File: config.mk
export PLATFORM = sky130hd
export DESIGN_NAME = load_store_unit_flat
export DESIGN_NICKNAME = d
export VERILOG_FILES = /design/src/rtl/load_store_unit_if.sv /design/src/rtl/load_store_unit.sv /design/src/flat_wrapper.sv
export SDC_FILE = /design/constraint.sdc
export NUM_CORES = 1
export LEC_CHECK = 0
export ABC_AREA = 1
export CAP_MARGIN = 20
export CORE_AREA = 2 2 132 108
export CTS_BUF_LIST = sky130_fd_sc_hd__clkbuf_2
export CTS_CLUSTER_DIAMETER = 60
export DETAILED_ROUTE_END_ITERATION = 7
export DIE_AREA = 0 0 134 110
export PLACE_DENSITY = 0.81
export SLEW_MARGIN = 25
export SYNTH_ARGS = -nofsm -noshare
export SYNTH_HDL_FRONTEND = slang
export SYNTH_SLANG_ARGS = --single-unit
File: constraint.sdc
create_clock -name clk -period 1.35 [get_ports clk]
set_input_delay 0.3375 -clock clk [delete_from_list [all_inputs] [get_ports clk]]
set_output_delay 0.3375 -clock clk [all_outputs]
set_load 0.01 [all_outputs]
File: src/rtl/load_store_unit_if.sv
// Bus bundle for the load/store unit: core request/response handshake plus the
// word-addressed data memory port. The slave modport is the LSU's view.
interface load_store_unit_if #(
  parameter int ADDR_W = 8
);
  logic              req_valid_i;
  logic              req_ready_o;
  logic              req_we_i;
  logic [2:0]        req_funct3_i;
  logic [31:0]       req_addr_i;
  logic [31:0]       req_wdata_i;
  logic              rsp_valid_o;
  logic [31:0]       rsp_rdata_o;
  logic              rsp_err_o;
  logic              mem_ren_o;
  logic              mem_wen_o;
  logic [ADDR_W-1:0] mem_addr_o;
  logic [31:0]       mem_wdata_o;
  logic [31:0]       mem_rdata_i;

  modport master (
    output req_valid_i, req_we_i, req_funct3_i, req_addr_i, req_wdata_i, mem_rdata_i,
    input  req_ready_o, rsp_valid_o, rsp_rdata_o, rsp_err_o,
           mem_ren_o, mem_wen_o, mem_addr_o, mem_wdata_o
  );

  modport slave (
    input  req_valid_i, req_we_i, req_funct3_i, req_addr_i, req_wdata_i, mem_rdata_i,
    output req_ready_o, rsp_valid_o, rsp_rdata_o, rsp_err_o,
           mem_ren_o, mem_wen_o, mem_addr_o, mem_wdata_o
  );
endinterface

File: src/rtl/load_store_unit.sv
// Load/store unit in front of a word-only synchronous memory: sub-word loads are
// extracted and extended, sub-word stores go through read-modify-write.
module load_store_unit #(
  parameter int ADDR_W = 8
) (
  input  logic              clk,
  input  logic              rst_n,
  load_store_unit_if.slave  bus
);

  typedef enum logic [2:0] {IDLE, RD_REQ, RD_DATA, WR, RESP} state_t;

  state_t            state, state_n;
  logic              op_we;
  logic [2:0]        op_f3;
  logic [1:0]        op_lane;
  logic [15:0]       op_wdata;
  logic              ren_q, ren_n, wen_q, wen_n;
  logic [ADDR_W-1:0] addr_q, addr_n;
  logic [31:0]       wdata_q, wdata_n, rdata_q, rdata_n;
  logic              rsp_q, rsp_n, err_q, err_n;
  logic              accept, req_err;
  logic [4:0]        byte_sh;
  logic [7:0]        rd_byte;
  logic [15:0]       rd_half;
  logic [31:0]       load_val, merged;
  logic              unused_addr;

  assign accept      = bus.req_valid_i && (state == IDLE);
  assign unused_addr = ^bus.req_addr_i[31:ADDR_W+2];

  // Illegal encodings and misalignment are judged from the live request on accept
  always_comb begin
    req_err = 1'b0;
    case (bus.req_funct3_i)
      3'd0:    req_err = 1'b0;
      3'd1:    req_err = bus.req_addr_i[0];
      3'd2:    req_err = |bus.req_addr_i[1:0];
      3'd4:    req_err = bus.req_we_i;
      3'd5:    req_err = bus.req_we_i | bus.req_addr_i[0];
      default: req_err = 1'b1;
    endcase
  end

  assign byte_sh = {op_lane, 3'b000};
  assign rd_byte = 8'(bus.mem_rdata_i >> byte_sh);
  assign rd_half = op_lane[1] ? bus.mem_rdata_i[31:16] : bus.mem_rdata_i[15:0];

  always_comb begin
    load_val = bus.mem_rdata_i;
    case (op_f3)
      3'd0:    load_val = {{24{rd_byte[7]}}, rd_byte};
      3'd4:    load_val = {24'd0, rd_byte};
      3'd1:    load_val = {{16{rd_half[15]}}, rd_half};
      3'd5:    load_val = {16'd0, rd_half};
      default: load_val = bus.mem_rdata_i;
    endcase
  end

  // Only SB and SH reach the merge; every bit outside the lane keeps the read word
  always_comb begin
    if (op_f3 == 3'd0)
      merged = (bus.mem_rdata_i & ~(32'h0000_00FF << byte_sh)) |
               ({24'd0, op_wdata[7:0]} << byte_sh);
    else if (op_lane[1])
      merged = {op_wdata, bus.mem_rdata_i[15:0]};
    else
      merged = {bus.mem_rdata_i[31:16], op_wdata};
  end

  always_comb begin
    state_n = state;
    ren_n   = 1'b0;
    wen_n   = 1'b0;
    addr_n  = addr_q;
    wdata_n = wdata_q;
    rdata_n = 32'd0;
    rsp_n   = 1'b0;
    err_n   = 1'b0;
    case (state)
      IDLE: begin
        if (accept) begin
          addr_n = bus.req_addr_i[ADDR_W+1:2];
          if (req_err) begin
            state_n = RESP;
            rsp_n   = 1'b1;
            err_n   = 1'b1;
          end else if (bus.req_we_i && bus.req_funct3_i == 3'd2) begin
            state_n = WR;
            wen_n   = 1'b1;
            wdata_n = bus.req_wdata_i;
          end else begin
            state_n = RD_REQ;
            ren_n   = 1'b1;
          end
        end
      end
      RD_REQ:  state_n = RD_DATA;
      RD_DATA: begin
        if (op_we) begin
          state_n = WR;
          wen_n   = 1'b1;
          wdata_n = merged;
        end else begin
          state_n = RESP;
          rsp_n   = 1'b1;
          rdata_n = load_val;
        end
      end
      WR: begin
        state_n = RESP;
        rsp_n   = 1'b1;
      end
      RESP:    state_n = IDLE;
      default: state_n = IDLE;
    endcase
  end

  // Outputs are registered from their next-state values so each one lines up with its state
  always_ff @(posedge clk or negedge rst_n) begin
    if (!rst_n) begin
      state    <= IDLE;
      ren_q    <= 1'b0;
      wen_q    <= 1'b0;
      addr_q   <= '0;
      wdata_q  <= 32'd0;
      rdata_q  <= 32'd0;
      rsp_q    <= 1'b0;
      err_q    <= 1'b0;
      op_we    <= 1'b0;
      op_f3    <= 3'd0;
      op_lane  <= 2'd0;
      op_wdata <= 16'd0;
    end else begin
      state   <= state_n;
      ren_q   <= ren_n;
      wen_q   <= wen_n;
      addr_q  <= addr_n;
      wdata_q <= wdata_n;
      rdata_q <= rdata_n;
      rsp_q   <= rsp_n;
      err_q   <= err_n;
      if (accept) begin
        op_we    <= bus.req_we_i;
        op_f3    <= bus.req_funct3_i;
        op_lane  <= bus.req_addr_i[1:0];
        op_wdata <= bus.req_wdata_i[15:0];
      end
    end
  end

  assign bus.req_ready_o = (state == IDLE);
  assign bus.rsp_valid_o = rsp_q;
  assign bus.rsp_rdata_o = rdata_q;
  assign bus.rsp_err_o   = err_q;
  assign bus.mem_ren_o   = ren_q;
  assign bus.mem_wen_o   = wen_q;
  assign bus.mem_addr_o  = addr_q;
  assign bus.mem_wdata_o = wdata_q;

endmodule

File: src/flat_wrapper.sv
// flat-port wrapper written by rule: the top's interface ports become plain ports
module load_store_unit_flat 
#(
  parameter int ADDR_W = 8
)
  (clk, rst_n, bus_req_valid_i, bus_req_we_i, bus_req_funct3_i, bus_req_addr_i, bus_req_wdata_i, bus_mem_rdata_i, bus_req_ready_o, bus_rsp_valid_o, bus_rsp_rdata_o, bus_rsp_err_o, bus_mem_ren_o, bus_mem_wen_o, bus_mem_addr_o, bus_mem_wdata_o);
  load_store_unit_if #(.ADDR_W(ADDR_W)) bus_i ();
  input  logic clk;
  input  logic rst_n;
  input wire logic [$bits(bus_i.req_valid_i)-1:0] bus_req_valid_i;
  input wire logic [$bits(bus_i.req_we_i)-1:0] bus_req_we_i;
  input wire logic [$bits(bus_i.req_funct3_i)-1:0] bus_req_funct3_i;
  input wire logic [$bits(bus_i.req_addr_i)-1:0] bus_req_addr_i;
  input wire logic [$bits(bus_i.req_wdata_i)-1:0] bus_req_wdata_i;
  input wire logic [$bits(bus_i.mem_rdata_i)-1:0] bus_mem_rdata_i;
  output wire logic [$bits(bus_i.req_ready_o)-1:0] bus_req_ready_o;
  output wire logic [$bits(bus_i.rsp_valid_o)-1:0] bus_rsp_valid_o;
  output wire logic [$bits(bus_i.rsp_rdata_o)-1:0] bus_rsp_rdata_o;
  output wire logic [$bits(bus_i.rsp_err_o)-1:0] bus_rsp_err_o;
  output wire logic [$bits(bus_i.mem_ren_o)-1:0] bus_mem_ren_o;
  output wire logic [$bits(bus_i.mem_wen_o)-1:0] bus_mem_wen_o;
  output wire logic [$bits(bus_i.mem_addr_o)-1:0] bus_mem_addr_o;
  output wire logic [$bits(bus_i.mem_wdata_o)-1:0] bus_mem_wdata_o;
  assign bus_i.req_valid_i = bus_req_valid_i;
  assign bus_i.req_we_i = bus_req_we_i;
  assign bus_i.req_funct3_i = bus_req_funct3_i;
  assign bus_i.req_addr_i = bus_req_addr_i;
  assign bus_i.req_wdata_i = bus_req_wdata_i;
  assign bus_i.mem_rdata_i = bus_mem_rdata_i;
  assign bus_req_ready_o = bus_i.req_ready_o;
  assign bus_rsp_valid_o = bus_i.rsp_valid_o;
  assign bus_rsp_rdata_o = bus_i.rsp_rdata_o;
  assign bus_rsp_err_o = bus_i.rsp_err_o;
  assign bus_mem_ren_o = bus_i.mem_ren_o;
  assign bus_mem_wen_o = bus_i.mem_wen_o;
  assign bus_mem_addr_o = bus_i.mem_addr_o;
  assign bus_mem_wdata_o = bus_i.mem_wdata_o;
  load_store_unit #(.ADDR_W(ADDR_W)) u_core (.clk(clk), .rst_n(rst_n), .bus(bus_i));
endmodule
==> reports/results.tsv, run 1 <==
stage	metric	value	unit
logic_synthesis	yosysTopAreaCell	dfrtp_1	
clock_tree	cts_buffer_depth	2	
timing	setup_violations	174	
logic_synthesis	synth_most_common_cell	nand2_1	
logic_synthesis	yosysSeqAreaShare	43.47	%
power	leakage	4.626	nW
clock_tree	htree_levels	3	
die	core_area	13360	um^2
placed_design	post-place-cells	1230	
logic_synthesis	syn-num-nets	959	
critical_path	cp.required	1.01	ns
detailed_routing	dr_total_vias	6755	
timing	setup_ws	-0.4034	ns
logic_synthesis	synth-main-ff-cell	dfrtp_1	
logic_synthesis	async_reset_ff_share	100.0	%
global_routing	antenna_found_initial	0	
placed_design	port_buffers	157	
power	p_per_area	1976	nW/um^2
detailed_routing	drt_iter0_drc	713	
die	die_x	134	um
clock_tree	cts.reportedPaths.clkPinSlew	0.26	ns
timing	rsz0062_at_grt	true	
hold_path	hold_path_class	in -> async	
critical_path	setup.worst_path.class	reg -> out	
timing	fmax	570.3	MHz
critical_path	cp-start-kind	register	
detailed_routing	dr.pass1.iters	7	
status	violations	negative setup slack	
detailed_routing	drt_wl_total	21.05	mm
die	die_area	14740	um^2
logic_synthesis	yosysWarningCount	0	
critical_path	cp_cell_sequence	nor3_4 > buf_2	
power	power	16.88	mW
status	outcome	complete, but fails checks	
die	die_y	110	um
clock_tree	cts_made_buffers	9	
logic_synthesis	netlist_area	5814	um^2
die	io_pins	180	
placed_design	gp_congestion	0.9385	
timing	worst_pin_slew	0.3363	ns
logic_synthesis	synth_top_area_share	43.47	%
final_layout	area_growth	46.91	%
clock_tree	clockRootBuffer	clkbuf_2	
logic_synthesis	yosys-top-cells-area	dfrtp_1, nand2_1, nand3_1	
detailed_routing	postRouteAntennaNets	0	
global_routing	gr-total-overflow	0	
clock_tree	worstSkewPairLatency	0.62	ns
critical_path	crit_arrival	1.42	ns
timing	finalCriticalPeriod	1.753	ns
global_routing	grt_use_total	29.22	%
clock_tree	cts_tree	done	
logic_synthesis	synth_cell_types	31	
power	ir_worst_vdd	0.001286	V
timing	fin_crit_sh	129.9	%
die	start_util	43.52	%
timing	finalHoldViolations	0	
logic_synthesis	postSynthCellCount	856	
critical_path	cp_slowest_cell	dfrtp_1	
final_layout	fin_cells	1284	
detailed_routing	viasPerCell	5.261	
clock_tree	clock_sinks	101	
final_layout	drive_gt1_share	23.55	%
critical_path	max_stage_delay	0.47	ns
placed_design	post-dp-hpwl	14.60	mm
logic_synthesis	synth_seq_cells	101	
critical_path	endpoint_kind	output pin	
timing	finalMaxSlewViolations	0	
die	rows	38	
global_routing	grt_max_degree	46	
logic_synthesis	synth_edf_count	0	
global_routing	grt_pass1_wl	33.49	mm
final_layout	diodes	0	
logic_synthesis	synth_area_per_cell	6.792	um^2
timing	finClkSkew	0.02773	ns
logic_synthesis	synth_common_cells	nand2_1, dfrtp_1, nand3_1, o21ai_0	
timing	slew_headroom	77.35	%
critical_path	cp_max_fo	2	
global_routing	grt_pass1_vias	6338	
detailed_routing	drcViolationCount	0	
detailed_routing	wl_per_cell	16.39	um
job	max-cap-violations	0	
final_layout	fin_nets	1202	
-- report_power, final --
part | internal, mW | switching (mW)
Clock | 0.444 | 1.05
Sequential | 4.01 | 0.892
Combinational | 4.74 | 5.76
Total | 9.19 | 7.70
-- cell type report --
type,instances,area [um^2]
clock buffers,11,55.05
clock inverters,5,58.81
fillers,1170,4818
inverters,41,170.2
multi-input cells,665,2912
flip-flops and latches,101,2529
well taps,180,225.2
repair buffers,281,2592
-- metal layers --
layer  wire, um  vias to the layer above  track usage (%)  share of wire, %
li1           -                     3180                -                 -
met3       2225                       41            6.676                11
met1       8784                     3138            39.35                42
met5          0                        -                0                 0
met2       9502                      396            46.92                45
met4        536                        0            10.03               2.5
-- cell families after synthesis --
kind of cell,synth area share (%)
flops,43.47
simple gates,39.23
compound gates,9.512
buf+inv,7.790
-- placed cells by master, fill, tap and decap left out, types with 3 or more instances in the layout --
master | netlist | routed
a21oi_2 | 0 | 3
clkdlybuf4s50_1 | 0 | 79
inv_1 | 35 | 33
buf_6 | 6 | 20
buf_4 | 4 | 95
buf_2 | 16 | 61
nand2_1 | 430 | 426
a21oi_1 | 21 | 18
inv_2 | 6 | 4
buf_12 | 0 | 13
nor2_1 | 35 | 33
o21ai_0 | 68 | 61
nor3_1 | 5 | 5
buf_16 | 0 | 3
o211ai_1 | 3 | 3
buf_8 | 3 | 3
bufbuf_16 | 0 | 4
nand2_2 | 7 | 8
dfrtp_1 | 101 | 100
nand3_2 | 1 | 3
or2_2 | 8 | 8
nor2_2 | 2 | 3
o21ai_1 | 5 | 11
nand3_1 | 68 | 66
clkbuf_2 | 1 | 12
-- flip-flops by register name (all words and copies together), names as in the netlist --
register,count
u_core.state,3
u_core.bus.rsp_err_o,1
u_core.bus.mem_addr_o,8
u_core.bus.mem_ren_o,1
u_core.bus.mem_wdata_o,32
u_core.bus.mem_wen_o,1
u_core.op_wdata,16
u_core.bus.rsp_rdata_o,32
u_core.op_we,1
u_core.op_lane,2
u_core.bus.rsp_valid_o,1
u_core.op_f3,3
-- timing repair --
action	in CTS	in global routing
hold buffers	1	0
cloned	8	1
setup endpoints to repair	172	176
hold endpoints to repair	101	0
pin swaps	4	2
setup buffers	24	4
resized for setup	342	26
-- path summary, 6_finish.rpt --
check	cells past startpoint	end	start	slack (ns)
setup reg to reg	10	u_core.bus.mem_wdata_o[30]	u_core.state[0]	-0.39
min in group clk	3	u_core.bus.mem_addr_o[3]	bus_req_addr_i[5]	0.21
setup / recovery	2	bus_req_ready_o	u_core.state[2]	-0.40
hold / removal	2	u_core.bus.rsp_rdata_o[27]	rst_n	0.09
hold reg to reg	2	u_core.bus.mem_wdata_o[4]	u_core.bus.mem_wdata_o[4]	0.51
max in group asynchronous	3	u_core.bus.mem_wdata_o[4]	rst_n	0.80
-- worst max-delay path: cells and delay by family (launching register included) --
kind                   cells  cell delay (ns)
flip-flops                 1             0.47
AND/OR/NAND/NOR            1             0.19
buffers and inverters      1             0.15
-- metrics by stage --
| step | area, um^2 | hold slack [ns] | TNS [ns] | util (%) | setup WS (ns) |
|---|---|---|---|---|---|
| floorplan | 5844 | 0.04191 | -1.162 | - | -0.03881 |
| global placement | 8109 | 0.1869 | -35.06 | 60.69 | -0.4858 |
| detailed placement | 8109 | 0.1867 | -37.73 | 60.69 | -0.5581 |
| CTS | 8382 | 0.05436 | -34.36 | 62.74 | -0.4392 |
| global route | 8542 | 0.07527 | -52.70 | 63.94 | -0.4979 |
| finish | 8542 | 0.08734 | -38.39 | 63.94 | -0.4034 |
No activity file was read; power rests on OpenSTA's default activity.
==> run 2, diff against run 1 <==
--- a/config.mk
+++ b/config.mk
@@ -7,13 +7,14 @@
 export LEC_CHECK = 0
 export ABC_AREA = 1
 export CAP_MARGIN = 20
-export CORE_AREA = 2 2 132 108
+export CORE_AREA = 2 2 138 113
 export CTS_BUF_LIST = sky130_fd_sc_hd__clkbuf_2
 export CTS_CLUSTER_DIAMETER = 60
 export DETAILED_ROUTE_END_ITERATION = 7
-export DIE_AREA = 0 0 134 110
-export PLACE_DENSITY = 0.81
-export SLEW_MARGIN = 25
+export DIE_AREA = 0 0 140 115
+export GPL_TIMING_DRIVEN = 0
+export PLACE_DENSITY = 0.75
+export SLEW_MARGIN = 20
 export SYNTH_ARGS = -nofsm -noshare
 export SYNTH_HDL_FRONTEND = slang
 export SYNTH_SLANG_ARGS = --single-unit
==> run 2 against run 1 <==
  * The run ends with design-rule violations, negative setup slack left
  * Global-route usage fell by 0.44 points
  * Via count rose by 0.61%
  * First-iteration DRC count rose by 1.5%
  * Non-clock buffer count rose by 6
  * Largest cell class unchanged
==> reports/results.tsv, run 2 (same netlist as run 1, synthesis figures left out) <==
stage	metric	value	unit
die	die_y	115	um
critical_path	cp-start-kind	register	
die	core_area	14760	um^2
detailed_routing	postRouteAntennaNets	0	
timing	rsz0062_at_grt	true	
timing	setup_ws	-0.5482	ns
timing	worst_pin_slew	0.6066	ns
power	clockPowerShare	7.7	%
status	violations	design-rule violations, negative setup slack	
critical_path	setup.worst_path.class	reg -> reg	
power	ir_worst_vdd	0.001119	V
placed_design	post-place-cells	1203	
global_routing	antenna_found_initial	0	
clock_tree	cts_made_buffers	9	
hold_path	hold_path_class	in -> async	
clock_tree	cts_buffer_depth	2	
critical_path	endpoint_kind	register	
final_layout	num-fill-cells	1292	
detailed_routing	drt_iter0_drc	724	
detailed_routing	dr_total_vias	6796	
timing	setup_violations	175	
clock_tree	cts.reportedPaths.clkPinSlew	0.25	ns
die	die_x	140	um
critical_path	r2r_setup_slack	-0.55	ns
final_layout	diodes	0	
timing	finClkSkew	0.02800	ns
timing	tns	-51.60	ns
clock_tree	htree_levels	3	
detailed_routing	drt_wl_total	23.50	mm
critical_path	cp.required	1.96	ns
timing	finalCriticalPeriod	1.898	ns
final_layout	fin_nets	1208	
final_layout	final_cell_mix	nand2_1, dfrtp_1, clkdlybuf4s50_1	
die	io_pins	180	
detailed_routing	drcViolationCount	13	
timing	fin_crit_sh	140.6	%
placed_design	gp_congestion	0.9911	
global_routing	grt_pass1_wl	35.71	mm
clock_tree	cts_tree	done	
timing	holdWs	0.1190	ns
power	pwr-share-comb	66.1	%
status	outcome	complete, but fails checks	
final_layout	final_area	9276	um^2
power	p_per_area	2022	nW/um^2
clock_tree	clock_sinks	101	
final_layout	multi_input_area	3581	um^2
global_routing	grt_max_degree	62	
critical_path	crit_family	buffers and inverters	
critical_path	cp_slowest_cell	dfrtp_1	
final_layout	regArea	2531	um^2
detailed_routing	dr.pass1.iters	8	
critical_path	cp_max_fo	6	
final_layout	layout_commonest_cell	nand2_1	
final_layout	drive_gt1_share	36.55	%
clock_tree	clockRootBuffer	clkbuf_2	
critical_path	crit_arrival	2.50	ns
clock_tree	worstSkewPairLatency	0.67	ns
placed_design	dpl_cell_area	7681	um^2
die	start_util	39.38	%
global_routing	gr-total-overflow	0	
critical_path	worst-path-buf-inv	4	
final_layout	fin_cells	1297	
power	switching_share	48.24	%
job	max-cap-violations	0	
placed_design	port_buffers	157	
timing	finalHoldViolations	0	
die	die_area	16100	um^2
power	seq_power_share	26.2	%
timing	finalMaxSlewViolations	0	
detailed_routing	wl_per_cell	18.12	um
power	p_sw	9.047	mW
global_routing	grt_use_total	28.79	%
power	p_int	9.708	mW
critical_path	cp_cell_sequence	buf_6 > nor2_4 > nand3_4 > nand2_4 > nand2_4 > buf_12 > a21oi_4 > buf_12 > buf_8 > nand2_1 > nand2_1	
placed_design	post-dp-hpwl	15.80	mm
timing	fmax	526.8	MHz
detailed_routing	viasPerCell	5.240	
die	rows	40	
timing	slew_headroom	59.56	%
power	leakage	4.902	nW
critical_path	max_stage_delay	0.49	ns
final_layout	area_growth	59.54	%
final_layout	fin_util	62.83	%
global_routing	grt_pass1_vias	6558	
[run 2: cell types whose count changed in the layout (fill, tap and decap cells not counted), sizes merged]
| cell | change |
|---|---|
| clkinvlp | -2 |
| clkbuf | +14 |
| inv | -1 |
| buf | -4 |
| bufbuf | -4 |
| clkinv | +1 |
[run 2: cell type report]
type	count	share of cell area [%]
inverters	41	1.929
multi-input cells	665	38.60
clock buffers	11	0.5935
well taps	189	2.549
repair buffers	239	23.55
clock inverters	3	0.4181
plain buffers	48	5.071
flip-flops and latches	101	27.29
[run 2: power by group through the flow]
| stage | sequential [mW] | combinational [mW] | clock, mW |
|---|---|---|---|
| floorplan | 4.97 | 5.10 | 0 |
| global placement | 4.88 | 8.66 | 0 |
| detailed placement | 4.91 | 8.76 | 0 |
| CTS | 4.83 | 10.7 | 1.46 |
| global route | 5.00 | 13.4 | 1.57 |
| finish | 4.91 | 12.4 | 1.45 |
[run 2: worst paths after layout]
kind / startpoint / end / depth (start not counted)
worst max-delay path: u_core.state[0] / u_core.bus.mem_wdata_o[29] / 11
worst min-delay path: rst_n / u_core.bus.rsp_rdata_o[2] / 2
worst max register to register: u_core.state[0] / u_core.bus.mem_wdata_o[29] / 11
worst min register to register: u_core.bus.mem_wdata_o[12] / u_core.bus.mem_wdata_o[12] / 2
max in group asynchronous: rst_n / u_core.state[2] / 3
min in group clk: bus_req_addr_i[6] / u_core.bus.mem_addr_o[4] / 3
[run 2: per-stage QoR]
step | setup slack (ns) | power, mW
finish | -0.5482 | 18.76
global route | -0.6265 | 19.96
CTS | -0.5306 | 16.97
detailed placement | -0.6840 | 13.67
global placement | -3.877 | 13.54
floorplan | -0.03881 | 10.07
[run 2: what timing repair did]
action	CTS	global route
pin swaps	59	42
endpoints found under the hold margin	101	0
buffers inserted	47	30
setup endpoints to repair	174	178
gates cloned	12	1
resized for setup	503	172
hold buffers	1	0
[run 2: layer usage]
metal	GRT usage [%]	up-vias	routed length (um)
met5	0	-	0
met4	9.764	0	689
met3	5.789	49	2120
met2	46.67	342	10890
met1	39.04	3209	9793
li1	-	3196	-
==> run 3, diff against run 2 <==
--- a/config.mk
+++ b/config.mk
@@ -7,13 +7,13 @@
 export LEC_CHECK = 0
 export ABC_AREA = 1
 export CAP_MARGIN = 20
-export CORE_AREA = 2 2 138 113
+export CORE_AREA = 2 2 135 111
 export CTS_BUF_LIST = sky130_fd_sc_hd__clkbuf_2
 export CTS_CLUSTER_DIAMETER = 60
 export DETAILED_ROUTE_END_ITERATION = 7
-export DIE_AREA = 0 0 140 115
+export DIE_AREA = 0 0 137 113
 export GPL_TIMING_DRIVEN = 0
-export PLACE_DENSITY = 0.75
+export PLACE_DENSITY = 0.78
 export SLEW_MARGIN = 20
 export SYNTH_ARGS = -nofsm -noshare
 export SYNTH_HDL_FRONTEND = slang
==> run 3 against run 2 <==
  * The flow finishes with violations (negative setup slack)
  * Power shrank 1.2%
  * Sequential power barely moved
  * Die area shrank 3.8%
  * First-iteration DRC count rose by 6.4%
  * Final cell count down 1.2%
  * Critical path type is now reg -> out
  * Fmax grew 2.5%
  * Sequential share of layout area rose by 0.43 points
==> reports/results.tsv, run 3 (same netlist as run 1, synthesis figures left out) <==
stage	metric	value	unit
timing	fmax	540.1	MHz
timing	slew_headroom	63.31	%
critical_path	endpoint_kind	output pin	
power	power	18.54	mW
clock_tree	htree_levels	3	
global_routing	antenna_found_initial	0	
critical_path	worst-path-buf-inv	1	
die	start_util	41.37	%
critical_path	setup.worst_path.class	reg -> out	
critical_path	r2r_setup_slack	-0.46	ns
critical_path	cp_slowest_cell	dfrtp_2	
critical_path	cp_max_fo	2	
die	die_area	15480	um^2
final_layout	final_cell_mix	nand2_1, dfrtp_1, clkdlybuf4s50_1	
critical_path	max_stage_delay	0.51	ns
placed_design	post-place-ws	-0.6368	ns
critical_path	crit_arrival	1.51	ns
timing	finalCriticalPeriod	1.852	ns
clock_tree	clockRootBuffer	clkbuf_2	
critical_path	cp_cell_sequence	nor3_4 > buf_2	
final_layout	drive_gt1_share	33.27	%
die	io_pins	180	
timing	finalHoldViolations	0	
placed_design	gp_congestion	0.9981	
status	outcome	complete, but fails checks	
detailed_routing	viasPerCell	5.431	
clock_tree	cts_tree	done	
detailed_routing	dr_total_vias	6957	
timing	finalMaxSlewViolations	0	
clock_tree	cts_buffer_depth	2	
final_layout	diodes	0	
timing	setup_ws	-0.5016	ns
clock_tree	clock_sinks	101	
final_layout	num-fill-cells	1189	
die	die_y	113	um
clock_tree	cts_made_buffers	9	
timing	worst_pin_slew	0.5503	ns
placed_design	dpl_cell_area	7675	um^2
detailed_routing	wl_per_cell	18.31	um
status	violations	negative setup slack	
final_layout	layout_commonest_cell	nand2_1	
critical_path	cp-start-kind	register	
power	leakage	4.769	nW
global_routing	grt_pass1_wl	33.37	mm
detailed_routing	drt_iter0_drc	770	
global_routing	grt_use_total	27.96	%
clock_tree	cts.reportedPaths.clkPinSlew	0.28	ns
detailed_routing	drcViolationCount	0	
critical_path	crit_family	flip-flops	
job	max-cap-violations	0	
detailed_routing	drt_wl_total	23.45	mm
power	p_per_area	2028	nW/um^2
die	core_area	14050	um^2
detailed_routing	dr.pass1.iters	8	
clock_tree	worstSkewPairLatency	0.63	ns
placed_design	port_buffers	157	
global_routing	grt_pass1_vias	6328	
timing	setup_violations	174	
final_layout	fin_util	65.04	%
final_layout	multi_input_area	3450	um^2
timing	rsz0062_at_grt	true	
final_layout	final_area	9140	um^2
timing	finClkSkew	0.03380	ns
placed_design	post-dp-hpwl	15.49	mm
hold_path	hold_path_class	in -> async	
global_routing	grt_max_degree	66	
die	rows	39	
critical_path	cp.required	1.01	ns
final_layout	regArea	2534	um^2
die	die_x	137	um
global_routing	gr-total-overflow	0	
final_layout	fin_nets	1195	
power	ir_worst_vdd	0.001076	V
timing	fin_crit_sh	137.2	%
detailed_routing	postRouteAntennaNets	0	
final_layout	area_growth	57.20	%
[run 3: cell type report]
cell class                      count  share of cell area, %
Clock inverter                      5                 0.8214
Inverter                           41                  2.067
Buffer                             46                  5.120
Sequential cell                   101                  27.72
Tap cell                          184                  2.519
Timing Repair Buffer              228                  23.41
Clock buffer                       11                 0.6023
Multi-Input combinational cell    665                  37.74
[run 3: repair_timing]
item                                    CTS  global route
pin swaps                                15            61
gates cloned                              7             6
endpoints found under the setup margin  174           174
hold buffers                              1             0
hold endpoints to repair                101             0
buffers inserted                         34            23
resized for setup                       426           205
[run 3: per-layer routing]
| metal | share of wire (%) | wire length [um] | vias up | track usage (%) |
|---|---|---|---|---|
| li1 | - | - | 3175 | - |
| met5 | 0 | 0 | - | 0 |
| met2 | 45 | 10510 | 430 | 42.39 |
| met3 | 11 | 2689 | 60 | 7.527 |
| met1 | 41 | 9600 | 3292 | 39.00 |
| met4 | 2.8 | 657 | 0 | 8.729 |
[run 3: final timing paths]
path                                          startpoint                    endpoint  cells after the start
worst min register to register  u_core.bus.mem_addr_o[7]    u_core.bus.mem_addr_o[7]                      2
min in group clk                       bus_req_addr_i[9]    u_core.bus.mem_addr_o[7]                      3
worst max register to register           u_core.state[0]  u_core.bus.mem_wdata_o[28]                     11
worst max-delay path                     u_core.state[1]             bus_req_ready_o                      2
worst min-delay path                               rst_n  u_core.bus.rsp_rdata_o[15]                      2
max in group asynchronous                          rst_n             u_core.state[0]                      3
[run 3: through the flow]
stage / cells / TNS [ns] / hold WS [ns]
floorplan: 856 / -1.162 / 0.04191
global route: 1281 / -51.65 / 0.1245
CTS: 1253 / -30.78 / 0.1482
finish: 1281 / -42.78 / 0.1227
detailed placement: 1198 / -48.26 / 0.2557
global placement: 1197 / -434.50 / 0.4531
[run 3: where the power goes]
group	switching [mW]	internal (mW)	total [mW]
Clock	1.04	0.614	1.66
Sequential	0.899	4.01	4.91
Combinational	6.95	5.02	12.0
